File: src/rtl/axis_fifo.sv
// First-word-fall-through valid/ready FIFO of 2**ADDR_WIDTH entries with registered handshakes.
// Define AXIS_FIFO_FORMAL_EN to embed the bookkeeping assertions.
module axis_fifo #(
  parameter int unsigned DATA_WIDTH = 8,
  parameter int unsigned ADDR_WIDTH = 2
) (
  input  logic                  clock,
  input  logic                  resetn,
  output logic [ADDR_WIDTH:0]   size,
  input  logic [DATA_WIDTH-1:0] idata,
  input  logic                  ivalid,
  output logic                  iready,
  output logic [DATA_WIDTH-1:0] odata,
  output logic                  ovalid,
  input  logic                  oready
);

  localparam int unsigned DEPTH = 2 ** ADDR_WIDTH;
  localparam logic [ADDR_WIDTH:0] FULL = (ADDR_WIDTH + 1)'(DEPTH);
  localparam logic [ADDR_WIDTH:0] ONE  = (ADDR_WIDTH + 1)'(1);

  logic [DATA_WIDTH-1:0] mem [DEPTH];
  logic [ADDR_WIDTH-1:0] wptr;
  logic [ADDR_WIDTH-1:0] rptr;
  logic [ADDR_WIDTH-1:0] rptr_inc;
  logic                  push;
  logic                  pop;
  logic [ADDR_WIDTH:0]   size_next;
  logic [DATA_WIDTH-1:0] odata_next;

  assign push     = ivalid && iready;
  assign pop      = ovalid && oready;
  assign rptr_inc = rptr + ADDR_WIDTH'(1);

  always_comb begin
    size_next = size;
    if (push && !pop)
      size_next = size + ONE;
    else if (pop && !push)
      size_next = size - ONE;
  end

  // odata mirrors mem[rptr]; after a pop the next head is either already stored
  // or, when only one word was held, the word being pushed in the same cycle.
  always_comb begin
    odata_next = odata;
    if (pop)
      odata_next = (size == ONE) ? idata : mem[rptr_inc];
    else if (push && (size == '0))
      odata_next = idata;
  end

  always_ff @(posedge clock) begin
    if (resetn && push)
      mem[wptr] <= idata;
  end

  always_ff @(posedge clock) begin
    if (!resetn) begin
      size   <= '0;
      iready <= 1'b0;
      ovalid <= 1'b0;
      odata  <= '0;
      wptr   <= '0;
      rptr   <= '0;
    end else begin
      size   <= size_next;
      iready <= (size_next != FULL);
      ovalid <= (size_next != '0);
      odata  <= odata_next;
      if (push)
        wptr <= wptr + ADDR_WIDTH'(1);
      if (pop)
        rptr <= rptr_inc;
    end
  end

`ifdef AXIS_FIFO_FORMAL_EN
  logic                  past_resetn;
  logic [ADDR_WIDTH:0]   past_size_next;
  logic                  past_hold;
  logic [DATA_WIDTH-1:0] past_odata;

  always_ff @(posedge clock) begin
    past_resetn    <= resetn;
    past_size_next <= size_next;
    past_hold      <= ovalid && !oready;
    past_odata     <= odata;
  end

  always_comb begin
    if (resetn && past_resetn) begin
      assert (size == past_size_next);
      assert (size <= FULL);
      assert (ovalid == (size != '0));
      assert (iready == (size != FULL));
      assert (ADDR_WIDTH'(wptr - rptr) == size[ADDR_WIDTH-1:0]);
      if (past_hold)
        assert (ovalid && (odata == past_odata));
    end
  end
`endif

endmodule

File: config.mk
export PLATFORM = sky130hd
export DESIGN_NAME = axis_fifo
export DESIGN_NICKNAME = d
export VERILOG_FILES = /design/src/rtl/axis_fifo.sv
export SDC_FILE = /design/constraint.sdc
export NUM_CORES = 1
export LEC_CHECK = 0
export CAP_MARGIN = 5
export CORE_MARGIN = 2
export CORE_UTILIZATION = 40
export CTS_CLUSTER_SIZE = 30
export DETAILED_ROUTE_END_ITERATION = 8
export SETUP_SLACK_MARGIN = 0.3
export SLEW_MARGIN = 20
export SYNTH_ARGS = -nofsm -noshare
export SYNTH_HDL_FRONTEND = slang
export SYNTH_SLANG_ARGS = --single-unit
File: constraint.sdc
create_clock -name clock -period 1.9 [get_ports clock]
set_input_delay 0.19 -clock clock [delete_from_list [all_inputs] [get_ports clock]]
set_output_delay 0.19 -clock clock [all_outputs]
set_load 0.05 [all_outputs]
# After elaboration in Yosys (flattened, before gate mapping)
# Memory sizes are Yosys's and may differ from the RTL's.
# Index checks and enable logic that the tools add are counted.
[op_classes] add_sub_neg=4 eq_ne=2 mux=7 reduce_logical=11
[op_table] operator="2-to-1 mux 8 bit" n=3
[op_table] operator="logical AND 1 bit" n=6
[op_table] operator="2-to-1 mux 3 bit" n=2
[op_table] operator="adder 2 x 1 -> 2 bit, second input constant" n=2
[op_table] operator="adder 3 x 1 -> 3 bit, second input constant" n=1
[op_table] operator="== test 3 x 1 -> 1 bit, second input constant" n=1
[op_table] operator="logical NOT 3 bit" n=1
[op_table] operator="!= test 3 bit, second input constant" n=1
[op_table] operator="nonzero test 3 bit" n=1
[op_table] operator="subtractor 3 x 1 -> 3 bit, second input constant" n=1
[op_table] operator="logical NOT 1 bit" n=2
[op_table] operator="2-to-1 mux 1 bit" n=2
[op_table] operator="nonzero test 2 bit" n=1
[totals] register_bits=17 ramBits=32 inputBits=12 word_cells=31 mem_count=1
[mem_list] memory="mem" words=4 width=8 rd=1 rd_clocked_by_memory_dff=0 wr=1 line="22" text="logic [DATA_WIDTH-1:0] mem [DEPTH];"

# Longest topological paths before layout
[logic_depth] depth_word=6 mapped_depth=7

# Worst setup path before layout
# No wires, ideal clock.
[synth_timing] path_type="flip-flop to flip-flop" start="register size[0]" end="register odata[0]" arrival_ns=1.745 required_time_ns=1.830 path_slack_ns=0.085 path_stages_with_launch=8 path_buffers=1 path_cell_list="dfxtp_1 inv_1 ha_1 nand4b_1 and2_1 buf_2 a22oi_1 a21boi_1"
[synth_via] elab_chain_len=3 elab_cells_between_ends=6 classes_between="1 x eq/ne; 2 x mux; 3 x reduce/logical"
[synth_rtl] item="start, declared" line="9" text="output logic [ADDR_WIDTH:0] size,"
[synth_rtl] item="start signal, assigned" line="67" text="size <= size_next;"
[synth_rtl] item="== test 3 x 1 -> 1 bit or logical NOT 3 bit (tied branches)" line="48, 49"
[synth_rtl] item="2-to-1 mux 8 bit or logical AND 1 bit (tied branches)" line="48, 49"
[synth_rtl] item="2-to-1 mux 8 bit or nonzero test 2 bit (tied branches)"
[synth_rtl] item="end signal, assigned" line="70" text="odata <= odata_next;"
[synth_rtl] item="end, declared" line="13" text="output logic [DATA_WIDTH-1:0] odata,"
# Several ways; a longest one is shown, not always the timed one.
# A chain may end at the register's enable or synchronous reset.

# Worst setup path in the final report
[layout_timing] start="register rptr[1]" end="register odata[7]"
[layout_via] elab_chain_len=4
[layout_rtl] item="start, declared" line="24" text="logic [ADDR_WIDTH-1:0] rptr;"
[layout_rtl] item="start signal, assigned" line="74" text="rptr <= rptr_inc;"
[layout_rtl] item="adder 2 x 1 -> 2 bit" line="33" text="assign rptr_inc = rptr + ADDR_WIDTH'(1);"
[layout_rtl] item="memory (4 x 8 bit)"
[layout_rtl] item="2-to-1 mux 8 bit" line="48" text="odata_next = (size == ONE) ? idata : mem[rptr_inc];"
[layout_rtl] item="2-to-1 mux 8 bit" line="47" text="if (pop)"
# No other way between the ends.

==> report_table.html <==
<table>
<tr><th>Metric</th><th>Value</th></tr>
<tr><th colspan="2">Routing</th></tr>
<tr><td>Iteration count of the initial detailed-routing pass</td><td>4</td></tr>
<tr><td>Detail Route Antenna Nets</td><td>0</td></tr>
<tr><td>Violation count after the first detailed-route iteration</td><td>58</td></tr>
<tr><td>DRT Wirelength</td><td>4030 um</td></tr>
<tr><td>Drt wl/cell</td><td>16.2 um</td></tr>
<tr><td>DRC viols</td><td>0</td></tr>
<tr><td>Drt via density</td><td>5.14</td></tr>
<tr><td>DR vias</td><td>1279</td></tr>
<tr><th colspan="2">Final layout</th></tr>
<tr><td>Final Net Count</td><td>198</td></tr>
<tr><td>Fraction of layout cells with a size suffix above 1</td><td>0.184</td></tr>
<tr><td>Post-layout util</td><td>0.501</td></tr>
<tr><td>Highest-count cells in the layout ignoring fill and taps</td><td>edfxtp_1, nand2_1, dfxtp_1, dlygate4sd2_1, clkdlybuf4s50_1</td></tr>
<tr><td>Fin cells</td><td>249</td></tr>
<tr><td>Synthesis-to-finish area growth</td><td>21.2%</td></tr>
<tr><td>Fill cells</td><td>475</td></tr>
<tr><td>Area of all placed cells without fillers</td><td>0.00256 mm2</td></tr>
<tr><td>Most common library cell in the layout ignoring fill and taps</td><td>edfxtp_1</td></tr>
<tr><td>Antenna Diode Count</td><td>0</td></tr>
<tr><th colspan="2">Placed design</th></tr>
<tr><td># placed instances</td><td>239</td></tr>
<tr><td>Instance area at placement</td><td>0.00245 mm2</td></tr>
<tr><td>Final GP Congestion</td><td>0.806</td></tr>
<tr><td>DP HPWL</td><td>2870 um</td></tr>
<tr><td>Number of buffers added on ports</td><td>24</td></tr>
<tr><td>Worst slack after detailed placement</td><td>165 ps</td></tr>
<tr><th colspan="2">Floorplanning</th></tr>
<tr><td>Number of placement rows</td><td>26</td></tr>
<tr><td>I/O pin count</td><td>25</td></tr>
<tr><td>Die Footprint</td><td>0.00587 mm2</td></tr>
<tr><td>Floorplan die width</td><td>76.6 um</td></tr>
<tr><td>Height of the chip</td><td>76.6 um</td></tr>
<tr><td>Initial Utilization</td><td>0.413</td></tr>
<tr><td>Area of the core region</td><td>0.00511 mm2</td></tr>
<tr><th colspan="2">Timing</th></tr>
<tr><td>Slack of the critical path</td><td>383 ps</td></tr>
<tr><td>Final critical delay including setup and external delays</td><td>1520 ps</td></tr>
<tr><td>Measured slew at the worst slew-check pin</td><td>522 ps</td></tr>
<tr><td>Setup TNS</td><td>0 ps</td></tr>
<tr><td>Share of the clock period used by the worst path</td><td>0.798</td></tr>
<tr><td>Maximum clock skew at final layout</td><td>9.09 ps</td></tr>
<tr><td>Final-report hold violation count</td><td>0</td></tr>
<tr><td>Slew Viols, Final</td><td>0</td></tr>
<tr><td>Max Clock Freq</td><td>0.659 GHz</td></tr>
<tr><td>Unrepaired setup endpoints after global routing</td><td>true</td></tr>
<tr><td>Final hold slack</td><td>523 ps</td></tr>
<tr><td>Setup violators final</td><td>0</td></tr>
<tr><td>Tightest slew margin relative to the limit</td><td>0.652</td></tr>
<tr><th colspan="2">Synthesis</th></tr>
<tr><td>Cell area after synthesis</td><td>0.00211 mm2</td></tr>
<tr><td>Mean post-synth cell area</td><td>14.5 um2</td></tr>
<tr><td>Area share of xor/xnor cells in the synthesized design</td><td>0.0326</td></tr>
<tr><td>Mapped Cells</td><td>145</td></tr>
<tr><td>Dominant synthesized flop cell</td><td>edfxtp_1</td></tr>
<tr><td>Share of the synthesized area in compound gates (AO/OA/AOI/OAI)</td><td>0.0949</td></tr>
<tr><td>Post-synthesis mux area share</td><td>0.101</td></tr>
<tr><td>Sequential-to-total area share from yosys stat</td><td>0.617</td></tr>
<tr><td>Combinational family with the most area after synthesis</td><td>multiplexers</td></tr>
<tr><td>Async set-reset flop share out of synthesis</td><td>0</td></tr>
<tr><td>Yosys reg bits</td><td>49</td></tr>
<tr><td>Count of flip-flops with a built-in enable after synthesis</td><td>32</td></tr>
<tr><td>Area share of and/or/nand/nor cells after synthesis</td><td>0.0824</td></tr>
<tr><td>Post-synthesis adder-cell area fraction</td><td>0.0474</td></tr>
<tr><td>Syn Nets</td><td>165</td></tr>
<tr><td>Number of distinct library cells after synthesis</td><td>31</td></tr>
<tr><td>Synth warn</td><td>0</td></tr>
<tr><th colspan="2">GRT</th></tr>
<tr><td>GRT overflow</td><td>0</td></tr>
<tr><td>Largest net degree at the start of global routing</td><td>18</td></tr>
<tr><td>Vias in the first global route</td><td>1374</td></tr>
<tr><td>Initial antenna violation count</td><td>0</td></tr>
<tr><td>First-pass GRT wire length</td><td>6800 um</td></tr>
<tr><td>Total track usage</td><td>0.151</td></tr>
<tr><th colspan="2">Critical path</th></tr>
<tr><td>Critical path class</td><td>flop to flop</td></tr>
<tr><td>Worst endpoint data arrival time</td><td>1700 ps</td></tr>
<tr><td>Kind of start point of the critical path</td><td>flop</td></tr>
<tr><td>Worst-path cell chain</td><td>buf_4 &gt; mux4_2 &gt; a22oi_1 &gt; a21boi_1</td></tr>
<tr><td>Critical path's slowest cell</td><td>mux4_2</td></tr>
<tr><td>Crit-path max cell delay</td><td>510 ps</td></tr>
<tr><td>Crit end category</td><td>flop</td></tr>
<tr><td>Critical path fanouts, max</td><td>6</td></tr>
<tr><td>Required time worst endpoint</td><td>2090 ps</td></tr>
<tr><th colspan="2">Clock network</th></tr>
<tr><td>TritonCTS clock tree</td><td>yes</td></tr>
<tr><td>Buffer type at the clock tree root</td><td>clkbuf_8</td></tr>
<tr><td>Number of buffers inserted for hold repair after clock tree synthesis</td><td>0</td></tr>
<tr><td>Maximum level of the CTS H-tree</td><td>2</td></tr>
<tr><td>Register clock-pin slew on the reported worst setup and hold paths</td><td>90 ps</td></tr>
<tr><td>Number of sinks driven by the clock tree</td><td>49</td></tr>
<tr><td>Cts bufs inserted</td><td>5</td></tr>
<tr><td>Latest clock arrival within the worst-skew pair</td><td>300 ps</td></tr>
<tr><td>Buffer levels on the longest clock path</td><td>2</td></tr>
<tr><th colspan="2">Pwr</th></tr>
<tr><td>Internal cell power</td><td>1.99 mW</td></tr>
<tr><td>Overall Power</td><td>3.15 mW</td></tr>
<tr><td>Leakage</td><td>0.923 nW</td></tr>
<tr><td>Relative contribution of sequential cells to total power</td><td>0.436</td></tr>
<tr><td>Maximum ir drop on the vdd rail</td><td>707 uV</td></tr>
<tr><td>Switching power</td><td>1.16 mW</td></tr>
<tr><td>Switching fraction of total power</td><td>0.369</td></tr>
<tr><td>Pwr Density</td><td>1230 mW/mm2</td></tr>
<tr><td>Fraction of power consumed by the clock network</td><td>0.189</td></tr>
<tr><td>Share of total power in combinational logic</td><td>0.374</td></tr>
<tr><th colspan="2">Flow run</th></tr>
<tr><td>Max-Cap Viols</td><td>0</td></tr>
<tr><th colspan="2">Status</th></tr>
<tr><td>Run status</td><td>finished, final reports clean</td></tr>
<tr><th colspan="2">Hold path</th></tr>
<tr><td>HP Class</td><td>flop to flop</td></tr>
</table>
==> logic make-up after synthesis <==
| logic type | count (synthesis) |
|---|---|
| AO/OA/AOI/OAI | 26 |
| XOR/XNOR | 7 |
| adder cells (fa/ha/maj) | 8 |
| buffers and inverters | 11 |
| flip-flops | 49 |
| multiplexers | 10 |
| AND/OR/NAND/NOR | 34 |
==> final cells by class <==
class                   instances  area, um2  area share
clock buffers                   6       72.6      0.0284
clock inverters                 2       15.0     0.00587
inverters                       5       18.8     0.00734
multi-input cells              85        761       0.297
flip-flops and latches         49       1310       0.511
well taps                      70       87.6      0.0342
repair buffers                 32        297       0.116
==> state kept, by name, indices dropped and copies added, names as in the netlist <==
| name | cells |
|---|---|
| mem | 32 |
| iready | 1 |
| odata | 8 |
| wptr | 2 |
| size | 3 |
| rptr | 2 |
| ovalid | 1 |
==> power by group through the flow <==
stage	logic, mW	clock network (mW)	registers (mW)
after detailed placement	1.19	0	1.41
final	1.18	0.598	1.38
after global placement	1.17	0	1.40
after CTS	1.15	0.609	1.38
after floorplan	0.553	0	1.66
after global routing	1.27	0.659	1.40
==> worst max-delay path, delay by kind of cell, from the launching register on <==
kind	cells	cell delay [ps]
buffers and inverters	1	210
DFF	1	420
muxes	1	510
AOI/OAI and AO/OA	2	250
==> Yosys cell counts, types with 2 or more instances <==
cell type,instances,area share
xnor2_1,6,0.025
a22oi_1,8,0.028
and2_1,7,0.021
ha_1,8,0.047
dfxtp_1,17,0.16
buf_2,3,0.0071
a21boi_0,2,0.0071
and3_1,4,0.012
edfxtp_1,32,0.46
inv_1,5,0.0089
nand2_1,13,0.023
nor2_1,4,0.0071
nand3_1,2,0.0047
a21boi_1,9,0.032
clkbuf_1,2,0.0036
mux4_2,8,0.085
==> routing by layer <==
metal  vias up  track usage  share of wire
li1        606            -              -
met1       632        0.175           0.43
met2        33        0.260           0.51
met3         8       0.0415          0.038
met4         0       0.0655          0.021
met5         -            0              0
==> path summary, 6_finish.rpt <==
path	start	to	slack (ps)	cells past startpoint
worst max-delay path	rptr[1]	odata[7]	380	4
worst min-delay path	wptr[1]	wptr[1]	520	2
worst max register to register	rptr[1]	odata[7]	380	4
worst min register to register	wptr[1]	wptr[1]	520	2
==> repair_timing <==
item                       4_1_cts  5_1_grt
buffers inserted                 1        1
setup endpoints to repair       20        8
cloned                           0        0
gates resized for setup         14        2
Power figures use the tool's default switching activity.
